--- src/rtl/adv_ddr_fmt.sv ---
// adv_ddr_fmt: pixel-to-DDR half-word formatter for an ADV7511-style link.
// Runs entirely on clk_out (2x pixel rate). Every captured pixel is sent as two
// half-words on consecutive cycles. The formatter can generate DE from
// programmable H/V windows and flags pixel-strobe phase violations.
module adv_ddr_fmt #(
  parameter int unsigned DATA_W     = 24,
  parameter int unsigned FIRST_HIGH = 0,
  parameter int unsigned DE_MODE    = 1,
  parameter bit          HS_POL     = 1'b1,
  parameter bit          VS_POL     = 1'b1,
  parameter int unsigned H_START    = 36,
  parameter int unsigned H_ACTIVE   = 1280,
  parameter int unsigned V_START    = 5,
  parameter int unsigned V_ACTIVE   = 720,
  parameter int unsigned H_TOTAL    = 1650,
  parameter int unsigned V_TOTAL    = 750
) (
  input  logic                  clk_out,
  input  logic                  reset,
  input  logic                  pix_ce,
  input  logic                  de_in,
  input  logic                  hsync_in,
  input  logic                  vsync_in,
  input  logic [DATA_W-1:0]     data_in,
  output logic                  clk_pixel_out,
  output logic                  de_out,
  output logic                  hsync_out,
  output logic                  vsync_out,
  output logic [DATA_W/2-1:0]   data_out,
  output logic                  frame_start,
  output logic                  phase_err
);

  localparam int unsigned HW    = DATA_W / 2;
  localparam int unsigned HC_W  = $clog2(H_TOTAL) + 1;
  localparam int unsigned VC_W  = $clog2(V_TOTAL) + 1;
  localparam int unsigned H_END = H_START + H_ACTIVE;
  localparam int unsigned V_END = V_START + V_ACTIVE;

  typedef enum logic [1:0] {
    S_IDLE   = 2'd0,
    S_FIRST  = 2'd1,
    S_SECOND = 2'd2
  } state_t;

  state_t          r_state;
  state_t          w_state_nxt;
  logic            w_accept;
  logic            w_reject;
  logic            w_emit_second;

  logic [HC_W-1:0] r_h_count;
  logic [HC_W-1:0] w_h_count;
  logic [VC_W-1:0] r_v_count;
  logic [VC_W-1:0] w_v_count;
  logic            r_hs;
  logic            r_vs;
  logic [HW-1:0]   r_half_b;
  logic [HW-1:0]   w_half_a;
  logic [HW-1:0]   w_half_b;
  logic            w_h_edge;
  logic            w_v_edge;
  logic            w_gen_de;
  logic            w_de_sel;
  logic            w_frame_start;

  // Phase state register
  always_ff @(posedge clk_out) begin
    if (reset) r_state <= S_IDLE;
    else       r_state <= w_state_nxt;
  end

  // Phase next-state: a strobe in FIRST cannot start a pixel, SECOND may chain
  always_comb begin
    w_state_nxt = S_IDLE;
    case (r_state)
      S_IDLE:   w_state_nxt = pix_ce ? S_FIRST : S_IDLE;
      S_FIRST:  w_state_nxt = S_SECOND;
      S_SECOND: w_state_nxt = pix_ce ? S_FIRST : S_IDLE;
      default:  w_state_nxt = S_IDLE;
    endcase
  end

  // Phase decode: accept a new pixel, reject a misphased strobe, emit 2nd half
  always_comb begin
    w_accept      = 1'b0;
    w_reject      = 1'b0;
    w_emit_second = 1'b0;
    case (r_state)
      S_IDLE:   w_accept = pix_ce;
      S_FIRST: begin
        w_reject      = pix_ce;
        w_emit_second = 1'b1;
      end
      S_SECOND: w_accept = pix_ce;
      default:  w_accept = 1'b0;
    endcase
  end

  // Half-word ordering
  always_comb begin
    w_half_a = data_in[HW-1:0];
    w_half_b = data_in[DATA_W-1:HW];
    if (FIRST_HIGH != 0) begin
      w_half_a = data_in[DATA_W-1:HW];
      w_half_b = data_in[HW-1:0];
    end
  end

  // Sync edges, counter values for the incoming pixel, window and DE select
  always_comb begin
    w_h_edge  = (hsync_in == HS_POL) && (r_hs != HS_POL);
    w_v_edge  = (vsync_in == VS_POL) && (r_vs != VS_POL);
    w_h_count = (&r_h_count) ? r_h_count : r_h_count + HC_W'(1);
    if (w_h_edge) w_h_count = '0;
    w_v_count = r_v_count;
    if (w_h_edge && !(&r_v_count)) w_v_count = r_v_count + VC_W'(1);
    if (w_v_edge) w_v_count = '0;
    w_gen_de = (32'(w_h_count) >= H_START) && (32'(w_h_count) < H_END) &&
               (32'(w_v_count) >= V_START) && (32'(w_v_count) < V_END);
    w_frame_start = (32'(w_h_count) == H_START) && (32'(w_v_count) == V_START);
    case (DE_MODE)
      0:       w_de_sel = de_in;
      2:       w_de_sel = de_in & w_gen_de;
      default: w_de_sel = w_gen_de;
    endcase
  end

  // Capture registers and raster counters, advanced once per accepted pixel
  always_ff @(posedge clk_out) begin
    if (reset) begin
      r_h_count <= '0;
      r_v_count <= '0;
      r_hs      <= 1'b0;
      r_vs      <= 1'b0;
      r_half_b  <= '0;
    end else if (w_accept) begin
      r_h_count <= w_h_count;
      r_v_count <= w_v_count;
      r_hs      <= hsync_in;
      r_vs      <= vsync_in;
      r_half_b  <= w_half_b;
    end
  end

  // Output registers: first half on accept, second half one cycle later
  always_ff @(posedge clk_out) begin
    if (reset) begin
      clk_pixel_out <= 1'b0;
      de_out        <= 1'b0;
      hsync_out     <= ~HS_POL;
      vsync_out     <= ~VS_POL;
      data_out      <= '0;
      frame_start   <= 1'b0;
      phase_err     <= 1'b0;
    end else begin
      if (w_accept) begin
        clk_pixel_out <= 1'b1;
        data_out      <= w_half_a;
        de_out        <= w_de_sel;
        hsync_out     <= hsync_in;
        vsync_out     <= vsync_in;
        frame_start   <= w_frame_start;
      end else if (w_emit_second) begin
        clk_pixel_out <= 1'b0;
        data_out      <= r_half_b;
        frame_start   <= 1'b0;
      end
      if (w_reject) phase_err <= 1'b1;
    end
  end

endmodule

--- config.mk ---
export PLATFORM = sky130hd
export DESIGN_NAME = adv_ddr_fmt
export DESIGN_NICKNAME = d
export VERILOG_FILES = /design/src/rtl/adv_ddr_fmt.sv
export SDC_FILE = /design/constraint.sdc
export NUM_CORES = 1
export LEC_CHECK = 0
export CAP_MARGIN = 20
export CORE_ASPECT_RATIO = 1.2
export CORE_MARGIN = 5
export CORE_UTILIZATION = 48
export CTS_CLUSTER_DIAMETER = 200
export DETAILED_ROUTE_END_ITERATION = 10
export PLACE_DENSITY = 0.74
export SYNTH_ARGS = -nofsm -noshare
export SYNTH_HDL_FRONTEND = slang
export SYNTH_SLANG_ARGS = --single-unit
export TNS_END_PERCENT = 5
--- constraint.sdc ---
create_clock -name clk_out -period 2.1 [get_ports clk_out]
set_input_delay 0.42 -clock clk_out [delete_from_list [all_inputs] [get_ports clk_out]]
set_output_delay 0.42 -clock clk_out [all_outputs]
set_load 0.01 [all_outputs]
# Yosys cells after proc, flatten, opt, wreduce, memory -nomap -nowiden
# Cells that the tools add are included.
classes:
  n_addsub: 2
  eq_ne: 4
  n_reduce_logical: 13
  mux: 14
  n_bitwise: 2
  order_cmp: 4
op_table:
  columns: ["operator", "count"]
  rows:
  - ["$mux W12", 4]
  - ["$mux W11", 2]
  - ["$add A12 B1 Y12 const B", 1]
  - ["$eq A12 B6 Y1 const B", 1]
  - ["$ge A12 B6 Y1 const B", 1]
  - ["$lt A12 B11 Y1 const B", 1]
  - ["$reduce_and A12 Y1", 1]
  - ["$add A11 B1 Y11 const B", 1]
  - ["$eq A11 B3 Y1 const B", 1]
  - ["$ge A11 B3 Y1 const B", 1]
  - ["$lt A11 B10 Y1 const B", 1]
  - ["$reduce_and A11 Y1", 1]
  - ["$logic_and A1 B1 Y1", 7]
  - ["$mux W1", 7]
  - ["$pmux W2 S2", 1]
  - ["$eq A2 B1 Y1 const B", 1]
  - ["$eq A2 B2 Y1 const B", 1]
  - ["$logic_not A2 Y1", 1]
  - ["$not A1 Y1", 2]
  - ["$reduce_bool A2 Y1", 1]
  - ["$reduce_or A2 Y1", 1]
  - ["$logic_not A1 Y1", 1]
word_totals:
  inputBits: 30
  output_inout_bits: 18
  word_cells: 50
  regBits: 55

# Depth between registers and ports, before layout
# Gate-level depths: netlist (run 1).
depth:
  ltp_word: 8
  ltp_mapped: 9
  depth_no_buf: 8

# Least setup slack after synthesis (run 1)
# OpenSTA, ideal clock, no wires.
synth_path:
  path_kind: "register to register"
  from: "register r_h_count[0]"
  to: "register de_out"
  setup_time_ps: 117
  path_slack_ps: -189
  path_stages_with_launch: 10
  period_less_slack_ps: 2289
  arrival_time_ps: 2172
  required_ps: 1983
  cell_sequence: "dfxtp_1 > ha_1 > nand4_4 > or3_1 > buf_6 > nor2b_1 > or2_0 > a21boi_1 > o21ai_0 > a32o_1"
synth_via:
  elab_chain_len: 7
  elab_cells_between_ends: 9
  cone_classes: "add/sub: 1; order compare: 2; mux: 2; reduce/logical: 4"
synth_lines:
  columns: ["item", "line", "text"]
  rows:
  - ["start: declaration", "52", "logic [HC_W-1:0] r_h_count;"]
  - ["start signal: assignment", "138", "r_h_count <= w_h_count;"]
  - ["$add A12 B1 Y12 / $reduce_and A12 Y1 (equally long branches)", "114", "w_h_count = (&r_h_count) ? r_h_count : r_h_count + HC_W'(1);"]
  - ["$mux W12 *", "114", null]
  - ["$mux W12 *", "115", "if (w_h_edge) w_h_count = '0;"]
  - ["$ge A12 B6 Y1 / $lt A12 B11 Y1 (equally long branches)", "119", "w_gen_de = (32'(w_h_count) >= H_START) && (32'(w_h_count) < H_END) &&"]
  - ["$logic_and A1 B1 Y1 * (2 in a row)", "119", null]
  - ["$logic_and A1 B1 Y1 *", "120", "(32'(w_v_count) >= V_START) && (32'(w_v_count) < V_END);"]
  - ["end signal: assignment", "160", "de_out <= w_de_sel;"]
  - ["end: declaration", "26", "output logic de_out,"]
# Every way passes the cells marked *; elsewhere a longest branch is shown, timed or not.
# A chain may end at the register's enable or synchronous reset.

# Final worst setup path (run 1)
layout_path:
  from: "register r_v_count[0]"
  to: "register de_out"
layout_via:
  elab_chain_len: 8
  elab_cells_between_ends: 10
  cone_classes: "add/sub: 1; order compare: 2; mux: 2; reduce/logical: 5"
layout_lines:
  columns: ["item", "line", "text"]
  rows:
  - ["start: declaration", "54", "logic [VC_W-1:0] r_v_count;"]
  - ["start signal: assignment", "139", "r_v_count <= w_v_count;"]
  - ["parallel branches: the longest is 3 deep, another holds $add A11 B1 Y11", null, null]
  - ["$mux W11 *", "117", "if (w_h_edge && !(&r_v_count)) w_v_count = r_v_count + VC_W'(1);"]
  - ["$mux W11 *", "118", "if (w_v_edge) w_v_count = '0;"]
  - ["$ge A11 B3 Y1", "120", null]
  - ["$logic_and A1 B1 Y1", "119", null]
  - ["$logic_and A1 B1 Y1 *", "120", null]
# Mark *: on every way between the ends.

==> key figures, run 1 <==
Run status
  – Result of the run: complete, but fails checks
  – Violations in the final reports: negative setup slack

Timing
  – Highest Clock Rate: 458 MHz
  – Transition at the pin with the smallest max-transition slack: 0.574 ns
  – Share of the clock period used by the worst path: 104%
  – Fin. max-slew vios: 0
  – Slew Limit Headroom: about 60%
  – Final period demand of the worst path: about 2.2 ns
  – Maximum clock skew at final layout: 0.0130 ns
  – Hold Fails Final Rpt: 0
  – Final setup margin: -0.0852 ns
  – Number of setup violations in the final report: 1
  – Setup TNS after final layout: -0.0852 ns
  – RSZ-0062 raised after global routing: true

Floorplanning
  – Number of rows in the core area: 31
  – Starting Density: 49.3%
  – Number of top-level pins: 48
  – Die width: 82.0 microns
  – Die Area: 7900 sq um
  – Placeable core region: roughly 6100 sq um
  – Die span in y: 96.4 microns

Global routing
  – First-pass GRT wire length: between 10000 and 15000 microns
  – Maximum number of pins on one net before global-route repair: 54
  – Busiest grt layer: met2
  – Initial antenna violation count: 0
  – Global Route met3 Usage: 3.90%
  – Number of global-route vias before repair: 2986
  – Met1 demand-to-capacity share in global routing: 30.5%
  – GRT Residual Overflow: 0
  – Total Routing Usage GR: a little under a quarter
  – Met2 global-route usage: roughly two fifths

Worst setup path
  – Reg-to-reg critical path startpoint: r_v_count[0]
  – Worst EP arrival: 2.39 ns
  – Endpoint required time on the critical path: between 2 and 2.5 ns
  – Type of destination of the critical path: register
  – Biggest fanout along the worst timing path: 4
  – Sort of element at the start of the critical path: register
  – Worst Setup SP: r_v_count[0]
  – Reg2Reg Depth: 9
  – Type of the worst setup path: reg -> reg

Final layout
  – Number of nets in the final layout: ~520
  – Diodes inserted: 0
  – Fill cells: approximately 560
  – Fraction of final layout cells with drive strength greater than 1: 25.9%
  – Sequential standard cell area: 1120 sq um
  – Footprint of the multi-input gates: 1880 sq um
  – Layout overhead on the synthesized area: 42.3%
  – Final non-filler cell total: roughly 570

Clock network
  – CTS Hold Bufs: 0
  – Clock buffer depth: 2
  – Clock latency at the later pin of the worst-skew pair: ~0.31 ns
  – Clock transition at path regs: 0.10 ns
  – # clock sinks: 55
  – Clock tree from TritonCTS: built
  – Number of H-tree levels: 2
  – CTS root buffer: clkbuf_8
  – Inserted Clock Buffers: 5

Drt
  – Wire length per cell after detailed routing: 15.6 microns
  – Total wirelength of the detailed-routed design: about 8900 microns
  – Number of DRC violations after detailed routing: 0
  – Pre-antenna DRT Iters: 5
  – Total number of vias: around 3200
  – DRT iter0 DRCs: 165
  – Antenna Nets Post-Route: 0
  – Via count normalized by instance count: between 5 and 6

Synthesis
  – Cell types occupying the most area after synthesis: dfxtp_1, a21oi_1, nand2_1
  – Library cell with the highest instance count after synthesis: nand2_1
  – Combinational family with the most area after synthesis: simple AND/OR/NAND/NOR gates
  – Fraction of synthesized area in multiplexers: approximately 1.0%
  – Mapped Avg Cell Area: between 7 and 8 sq um
  – Count of flip-flops with a built-in enable after synthesis: 0
  – Area share of the leading cell type in the synthesized netlist: 36.9%
  – Most used flip-flop cell after synthesis: dfxtp_1
  – Biggest area consumer among synthesized cells: dfxtp_1
  – Count of state elements after synthesis: 55
  – Count of synthesis-stage warnings from yosys: 0
  – Simple-gate area share of the yosys netlist: 29.2%
  – Sequential cell area fraction in the yosys report: 36.9%
  – Post-Synthesis Net Count: between 400 and 500
  – XOR/XNOR Fraction of Synth Area: 0.881%
  – Number of library cell types mapped by synthesis: 60
  – Compound-gate portion of the synthesized area: around 25%
  – Adder and majority cell fraction of the synthesized area: less than 1%
  – Ys async rst share: 0%
  – Count of mapped cells out of synthesis: approximately 390
  – Area of the mapped netlist: slightly below 3000 sq um
  – Synth cell count leaders: nand2_1, a21oi_1, dfxtp_1, nor2_1, clkbuf_1

Run
  – # Max-Cap Violations: 0

Placed design
  – Final weighted congestion of routability-driven global placement: 0.948
  – Placed cell count: 556
  – Half-perimeter wire length of the detailed placement result: 6170 microns
  – Count of input and output buffers: 46

Power
  – Static Leakage: 1.59 nW
  – Power per Cell Area: 477 nW/um^2
  – Worst ir drop on vdd: 0.379 mV
  – Total power consumption of the routed design: a little over 2 mW

Worst hold path
  – Hold Path Class: in -> reg
  – Min-Delay Startpoint: reset
  – Hold Crit Depth: 3
layout make-up:
| type | instances | share of cell area [%] |
|---|---|---|
| Tap cell | 82 | 2.42 |
| Inverter | 4 | 0.354 |
| Clock buffer | 5 | 1.62 |
| Multi-Input combinational cell | 299 | 44.3 |
| Sequential cell | 55 | 26.3 |
| Timing Repair Buffer | 121 | 24.4 |
| Clock inverter | 3 | 0.530 |
sequential cells by signal, indices dropped and copies added (netlist names):
name	cells
hsync_out	1
phase_err	1
vsync_out	1
de_out	1
clk_pixel_out	1
frame_start	1
r_h_count	12
r_v_count	11
r_state	2
r_half_b	12
data_out	12
worst max-delay path: stages, from the launching register on:
cell       delay [ns]
dfxtp_4          0.37
buf_6            0.12
and4b_2          0.23
buf_4            0.14
a41oi_1          0.23
a41oi_1          0.09
and2_4           0.20
nor4_4           0.31
a2111oi_2        0.11
a32o_1           0.26
layer usage:
| layer | wire length, microns | share of wire [%] | vias to the layer above |
|---|---|---|---|
| li1 | - | - | 1609 |
| met1 | 3840 | 43 | 1487 |
| met2 | 4390 | 49 | 90 |
| met3 | 525 | 5.9 | 10 |
| met4 | 119 | 1.3 | 0 |
| met5 | 0 | 0 | - |
placed cells by master (no fill, tap or decap), types with 2 or more instances in the layout:
master	synthesis	layout
nor2b_1	5	4
ha_4	0	2
nor2_1	25	24
buf_4	2	72
xnor2_1	2	2
nand2_1	73	73
inv_1	4	4
o211ai_1	4	4
and3_1	5	5
clkbuf_8	0	5
dfxtp_4	0	3
a21oi_1	56	54
a31oi_4	0	2
o31ai_1	2	2
a311oi_1	2	2
nor3_1	13	12
a22oi_1	13	13
dfxtp_1	55	47
a41oi_1	5	4
nand3_1	11	10
a31oi_1	5	2
dfxtp_2	0	5
and4b_1	3	2
clkdlybuf4s50_1	0	44
o21ai_0	13	12
buf_6	1	2
a21oi_2	0	2
and4_4	2	3
o21a_1	2	2
nand2b_1	5	5
nand4_1	9	9
or3_1	5	4
mux2i_1	2	2
report_power, final:
group          internal (mW)  switching [mW]
Combinational          0.168           0.162
Sequential              1.08          0.0237
Clock                  0.240           0.356
final timing paths:
path	slack (ns)	to
hold / removal	0.45	r_state[0]
hold reg to reg	0.46	data_out[11]
setup / recovery	-0.09	de_out
setup reg to reg	-0.09	de_out
stage by stage:
stage / util [%] / setup WS (ns) / hold slack [ns] / cell area, sq um
after floorplan: - / 0.00655 / 0.436 / 3010
after CTS: 68.6 / -0.0812 / 0.435 / 4150
after global routing: 70.2 / -0.144 / 0.436 / 4250
final: 70.2 / -0.0852 / 0.449 / 4250
after detailed placement: 65.4 / -0.610 / 0.447 / 3960
after global placement: 65.4 / -0.578 / 0.442 / 3960
kinds of logic after synthesis:
group / count (synthesis)
muxes: 3
and+or+nand+nor: 172
DFF: 55
buffers and inverters: 39
xor gates and xnor gates: 3
AOI/OAI and AO/OA: 119
adders and majority gates: 2
timing repair:
item                       CTS  global route
setup endpoints to repair    2             2
pin swaps                   10            10
gates resized for setup     16            21
buffers inserted             5             0
Note: power is estimated with default switching activity, not from simulation.
==> inputs of run 2 (changes only) <==
--- a/config.mk
+++ b/config.mk
@@ -6,9 +6,11 @@
 export NUM_CORES = 1
 export LEC_CHECK = 0
 export CAP_MARGIN = 20
+export CELL_PAD_IN_SITES_DETAIL_PLACEMENT = 1
+export CELL_PAD_IN_SITES_GLOBAL_PLACEMENT = 1
 export CORE_ASPECT_RATIO = 1.2
 export CORE_MARGIN = 5
-export CORE_UTILIZATION = 48
+export CORE_UTILIZATION = 35
 export CTS_CLUSTER_DIAMETER = 200
 export DETAILED_ROUTE_END_ITERATION = 10
 export PLACE_DENSITY = 0.74
==> key figures, run 2 (synthesized netlist as in run 1, its figures left out) <==
Run status
  – Result of the run: complete, but fails checks
  – Violations in the final reports: negative setup slack

Timing
  – Share of the clock period used by the worst path: 102%
  – Slew Limit Headroom: between 60% and 70%
  – Hold Fails Final Rpt: 0
  – Final setup margin: -0.0423 ns
  – Final period demand of the worst path: 2.14 ns
  – Number of setup violations in the final report: 1
  – Transition at the pin with the smallest max-transition slack: 0.599 ns
  – Fin. max-slew vios: 0
  – RSZ-0062 raised after global routing: true
  – Maximum clock skew at final layout: roughly 0.011 ns
  – Highest Clock Rate: 467 MHz

Drt
  – Antenna Nets Post-Route: 0
  – Total number of vias: about 3300
  – Number of DRC violations after detailed routing: 0
  – Wire length per cell after detailed routing: 17.6 microns
  – Via count normalized by instance count: 5.49
  – Pre-antenna DRT Iters: 4
  – DRT iter0 DRCs: 134
  – Total wirelength of the detailed-routed design: 10600 microns

Worst setup path
  – Worst Setup SP: r_v_count[1]
  – Type of the worst setup path: reg -> reg
  – R2R setup slack: -0.04 ns
  – Crit path max-delay cell type: dfxtp_4
  – Worst path cell trace: ha_4 > nand4b_4 > nor2_4 > mux2_2 > a21oi_4 > nor4_4 > a2111oi_2 > a32o_1
  – Reg2Reg Depth: 8
  – Worst path max stage delay: roughly 0.4 ns
  – Endpoint required time on the critical path: 2.38 ns
  – Biggest fanout along the worst timing path: 5
  – Kind of cell with the highest combined delay on the critical path: compound AO/OA/AOI/OAI gates
  – Sort of element at the start of the critical path: register
  – Buf/Inv on CP: 0
  – Worst path depth: 8
  – End point of the critical path: de_out
  – Type of destination of the critical path: register
  – Reg-to-reg critical path startpoint: r_v_count[1]
  – Critical register-to-register path endpoint: de_out
  – Worst EP arrival: 2.42 ns

Global routing
  – Met2 global-route usage: 38.2%
  – Maximum number of pins on one net before global-route repair: 54
  – Met1 demand-to-capacity share in global routing: 24.2%
  – Busiest grt layer: met2
  – Global Route met3 Usage: 4.07%
  – Number of global-route vias before repair: 3623
  – GRT Residual Overflow: 0
  – Total Routing Usage GR: between 20 and 25%
  – First-pass GRT wire length: approximately 18000 microns
  – Initial antenna violation count: 0

Clock network
  – Inserted Clock Buffers: 5
  – Number of H-tree levels: 2
  – Clock buffer depth: 2
  – Clock tree from TritonCTS: built
  – # clock sinks: 55
  – Clock transition at path regs: 0.12 ns
  – CTS root buffer: clkbuf_8
  – Clock latency at the later pin of the worst-skew pair: around 0.33 ns

Final layout
  – Leading cell types in the layout, fill and taps excluded: buf_4, nand2_1, a21oi_1, dfxtp_1, clkdlybuf4s50_1
  – Final non-filler cell total: 606
  – Diodes inserted: 0
  – Fraction of final layout cells with drive strength greater than 1: 25.8%
  – Registers with the highest flip-flop counts: data_out (12), r_h_count (12), r_half_b (12)
  – Fill cells: 1045
  – Layout overhead on the synthesized area: 44.9%
  – Commonest non-fill, non-tap cell in the layout: buf_4
  – Number of nets in the final layout: 520
  – Utilization of the core after routing: approximately half

Power
  – Combinational cell fraction of total power: 15.7%
  – Reported net switching power: between 0.6 and 0.7 mW
  – Clock power share: 32.4%
  – Int Power: 1.50 mW
  – Static Leakage: 1.60 nW
  – Register share of total power: 51.9%
  – Total power consumption of the routed design: 2.13 mW
  – Switching power share of the total: slightly below 30%
  – Power per Cell Area: 491 nW/um^2
  – Worst ir drop on vdd: 0.303 mV

Placed design
  – Final weighted congestion of routability-driven global placement: 0.834
  – Placed cell count: 594
  – Count of input and output buffers: 46
  – Half-perimeter wire length of the detailed placement result: approximately 7500 microns

Floorplanning
  – Die Area: 10500 sq um
  – Starting Density: 35.2%
  – Number of top-level pins: 48
  – Die span in y: 111 microns
  – Number of rows in the core area: 37
  – Die width: 94.3 microns
  – Placeable core region: 8470 sq um

Worst hold path
  – Hold Path Class: in -> reg

Run
  – # Max-Cap Violations: 0
## run 2: changes by cell type in the layout (fill, tap and decap cells not counted), sizes merged
cell    previous run  this run
buf               76        78
clkinv             2         0
inv                5         7
## run 2: area by class of cell
cell class / instances / area (sq um) / area share, %
clock buffer: 5 / 68.8 / 1.59
clock inverter: 3 / 31.3 / 0.723
inverter: 4 / 15.0 / 0.347
multi-input combinational: 299 / 1890 / 43.7
sequential: 55 / 1120 / 25.8
tap: 117 / 146 / 3.38
timing repair buffer: 123 / 1060 / 24.4
## run 2: through the flow
step / TNS (ns) / cell area [sq um] / setup WS (ns) / hold slack (ns)
2_1_floorplan: 0 / 3010 / 0.00655 / 0.436
3_3_place_gp: -1.38 / 4020 / -0.615 / 0.441
3_5_place_dp: -1.93 / 4020 / -0.740 / 0.450
4_1_cts: -0.0697 / 4270 / -0.0697 / 0.288
5_1_grt: -0.195 / 4330 / -0.143 / 0.294
6_report: -0.0423 / 4330 / -0.0423 / 0.293
## run 2: worst min-delay path by stage
stage / cells past startpoint / slack (ns) / start / end
6_report: 2 / 0.29 / reset / r_state[0]
2_1_floorplan: 2 / 0.44 / r_half_b[0] / r_half_b[0]
3_3_place_gp: 2 / 0.44 / r_half_b[9] / r_half_b[9]
3_5_place_dp: 2 / 0.45 / r_half_b[1] / r_half_b[1]
4_1_cts: 2 / 0.29 / reset / r_state[0]
5_1_grt: 2 / 0.29 / reset / r_state[0]
## run 2: power groups by stage
stage | sequential (mW) | clock [mW] | combinational [mW]
detailed placement | 1.13 | 0 | 0.325
global route | 1.11 | 0.744 | 0.362
floorplan | 1.13 | 0 | 0.135
finish | 1.10 | 0.690 | 0.333
CTS | 1.10 | 0.702 | 0.331
global placement | 1.13 | 0 | 0.318
## run 2: timing repair
action	CTS	global route
buffers inserted	3	1
pin swaps	14	5
gates cloned	0	0
endpoints found under the setup margin	2	2
resized for setup	25	10
hold buffers	0	0
## run 2: worst reg2reg max path: stages, from the launching register on
cell       delay, ns
dfxtp_4         0.40
ha_4            0.19
nand4b_4        0.15
nor2_4          0.17
mux2_2          0.39
a21oi_4         0.18
nor4_4          0.06
a2111oi_2       0.37
a32o_1          0.21
## run 2: routing by layer
| layer | share of wire, % | wire length, microns |
|---|---|---|
| met5 | 0 | 0 |
| met4 | 1.4 | 149 |
| met3 | 3.5 | 375 |
| met1 | 43 | 4590 |
| met2 | 52 | 5530 |
==> inputs of run 3 (changes only) <==
--- a/config.mk
+++ b/config.mk
@@ -12,7 +12,9 @@
 export CORE_MARGIN = 5
 export CORE_UTILIZATION = 35
 export CTS_CLUSTER_DIAMETER = 200
+export CTS_CLUSTER_SIZE = 10
 export DETAILED_ROUTE_END_ITERATION = 10
+export MAX_ROUTING_LAYER = met4
 export PLACE_DENSITY = 0.74
 export SYNTH_ARGS = -nofsm -noshare
 export SYNTH_HDL_FRONTEND = slang
==> key figures, run 3 (synthesized netlist as in run 1, its figures left out) <==
Clock network
  – CTS root buffer: clkbuf_8
  – Number of H-tree levels: 2
  – Inserted Clock Buffers: 5
  – # clock sinks: 55
  – CTS Hold Bufs: 0
  – Clock transition at path regs: 0.12 ns
  – Clock latency at the later pin of the worst-skew pair: about 0.32 ns
  – Clock buffer depth: 2
  – Clock tree from TritonCTS: built

Worst setup path
  – Type of the worst setup path: reg -> reg
  – Biggest fanout along the worst timing path: 3
  – Critical register-to-register path endpoint: de_out
  – Endpoint required time on the critical path: 2.33 ns
  – Reg-to-reg critical path startpoint: r_h_count[4]
  – Crit path max-delay cell type: dfxtp_1
  – R2R setup slack: -0.10 ns
  – Type of destination of the critical path: register
  – Reg2Reg Depth: 6
  – Kind of cell with the highest combined delay on the critical path: simple AND/OR/NAND/NOR gates
  – Worst path cell trace: nand4_1 > nor3_2 > mux2i_2 > a41oi_1 > or3_1 > a32o_1
  – Worst path max stage delay: 0.42 ns
  – Buf/Inv on CP: 0
  – Sort of element at the start of the critical path: register
  – Worst EP arrival: 2.44 ns

Timing
  – Maximum clock skew at final layout: 0.0118 ns
  – Transition at the pin with the smallest max-transition slack: 0.605 ns
  – Highest Clock Rate: 454 MHz
  – Hold Slack: 0.312 ns
  – Final setup margin: -0.105 ns
  – RSZ-0062 raised after global routing: true
  – Share of the clock period used by the worst path: 105%
  – Final period demand of the worst path: 2.20 ns
  – Hold Fails Final Rpt: 0
  – Number of setup violations in the final report: 2
  – Fin. max-slew vios: 0
  – Slew Limit Headroom: about three fifths
  – Setup TNS after final layout: -0.173 ns

Global routing
  – GRT Residual Overflow: 0
  – First-pass GRT wire length: 17600 microns
  – Total Routing Usage GR: 21.3%
  – Maximum number of pins on one net before global-route repair: 54
  – Number of global-route vias before repair: 3646
  – Initial antenna violation count: 0

Final layout
  – Utilization of the core after routing: approximately half
  – Leading cell types in the layout, fill and taps excluded: buf_4, nand2_1, a21oi_1, dfxtp_1, clkdlybuf4s50_1
  – Registers with the highest flip-flop counts: data_out (12), r_h_count (12), r_half_b (12)
  – Commonest non-fill, non-tap cell in the layout: buf_4
  – Fill cells: 1027
  – Number of nets in the final layout: 522
  – Diodes inserted: 0
  – Layout overhead on the synthesized area: 44.7%
  – Fraction of final layout cells with drive strength greater than 1: between 20% and 30%

Run status
  – Result of the run: complete, but fails checks
  – Violations in the final reports: negative setup slack

Floorplanning
  – Number of rows in the core area: 37
  – Die Area: approximately 10000 sq um
  – Number of top-level pins: 48
  – Die width: about 94 microns
  – Placeable core region: 8470 sq um
  – Die span in y: between 100 and 150 microns
  – Starting Density: 35.2%

Power
  – Combinational cell fraction of total power: 15.5%
  – Total power consumption of the routed design: 2.10 mW
  – Reported net switching power: 0.603 mW
  – Switching power share of the total: 28.8%
  – Static Leakage: 1.61 nW
  – Clock power share: 31.9%
  – Worst ir drop on vdd: 0.282 mV
  – Int Power: 1.49 mW
  – Power per Cell Area: 486 nW/um^2
  – Register share of total power: 52.6%

Drt
  – Top sig layer: met4
  – Total routed wire length on the met1 layer: 4470 microns
  – Wire length on met2: around 5400 microns
  – DRT iter0 DRCs: 142
  – Wire length per cell after detailed routing: about 17 microns
  – Antenna Nets Post-Route: 0
  – Total wirelength of the detailed-routed design: 10400 microns
  – Total number of vias: approximately 3300
  – Via count normalized by instance count: 5.48
  – Number of DRC violations after detailed routing: 0
  – Routed wl met3: 356 microns
  – Pre-antenna DRT Iters: 4

Run
  – # Max-Cap Violations: 0

Worst hold path
  – Hold Crit Depth: 2
  – Hold Crit Endpoint: r_state[0]
  – Hold Path Class: in -> reg
  – Min-Delay Startpoint: reset

Placed design
  – Setup slack at placement: -0.780 ns
  – Final weighted congestion of routability-driven global placement: about 0.85
  – Half-perimeter wire length of the detailed placement result: 7510 microns
  – Count of input and output buffers: 46
## run 3: area by class of cell
cell class / count / area (sq um) / share of cell area [%]
multi-input cells: 299 / 1870 / 43.4
flip-flops and latches: 55 / 1120 / 25.9
repair buffers: 125 / 1070 / 24.7
well taps: 117 / 146 / 3.39
clock buffers: 5 / 68.8 / 1.59
clock inverters: 3 / 28.8 / 0.667
inverters: 4 / 15.0 / 0.348
## run 3: metrics by stage
| step | instances | cell area, sq um |
|---|---|---|
| 2_1_floorplan | 393 | 3010 |
| 3_3_place_gp | 597 | 4050 |
| 3_5_place_dp | 597 | 4050 |
| 4_1_cts | 608 | 4280 |
| 5_1_grt | 608 | 4320 |
| 6_report | 608 | 4320 |
## run 3: metal layers
metal	track usage, %	up-vias
met4	7.03	0
met5	-	-
li1	-	1614
met1	24.7	1630
met2	36.9	69
met3	3.67	19
## run 3: worst register-to-register path, stage by stage, from the launching register on
cell and delay [ns]:
dfxtp_1 0.42, nand4_1 0.18, nor3_2 0.25, mux2i_2 0.38
a41oi_1 0.20, or3_1 0.41, a32o_1 0.26
## run 3: power by group through the flow
stage | combinational (mW) | sequential (mW) | clock, mW
floorplan | 0.135 | 1.13 | 0
CTS | 0.327 | 1.10 | 0.687
global placement | 0.318 | 1.13 | 0
finish | 0.325 | 1.10 | 0.669
global route | 0.357 | 1.11 | 0.724
detailed placement | 0.324 | 1.13 | 0
## run 3: how the worst max path moves through the flow
stage | depth (start not counted) | slack [ns] | end | start
after detailed placement | 8 | -0.78 | de_out | hsync_in
after floorplan | 8 | 0.007 | de_out | r_v_count[0]
after CTS | 9 | -0.1 | de_out | r_v_count[1]
final | 6 | -0.10 | de_out | r_h_count[4]
after global placement | 8 | -0.67 | de_out | hsync_in
after global routing | 9 | -0.17 | de_out | r_v_count[1]
## run 3: timing repair
item                       4_1_cts  5_1_grt
setup endpoints to repair        2        2
hold endpoints to repair         0        0
pin swaps                       12        4
resized for setup               28        9
setup buffers                    3        0
cloned                           0        0
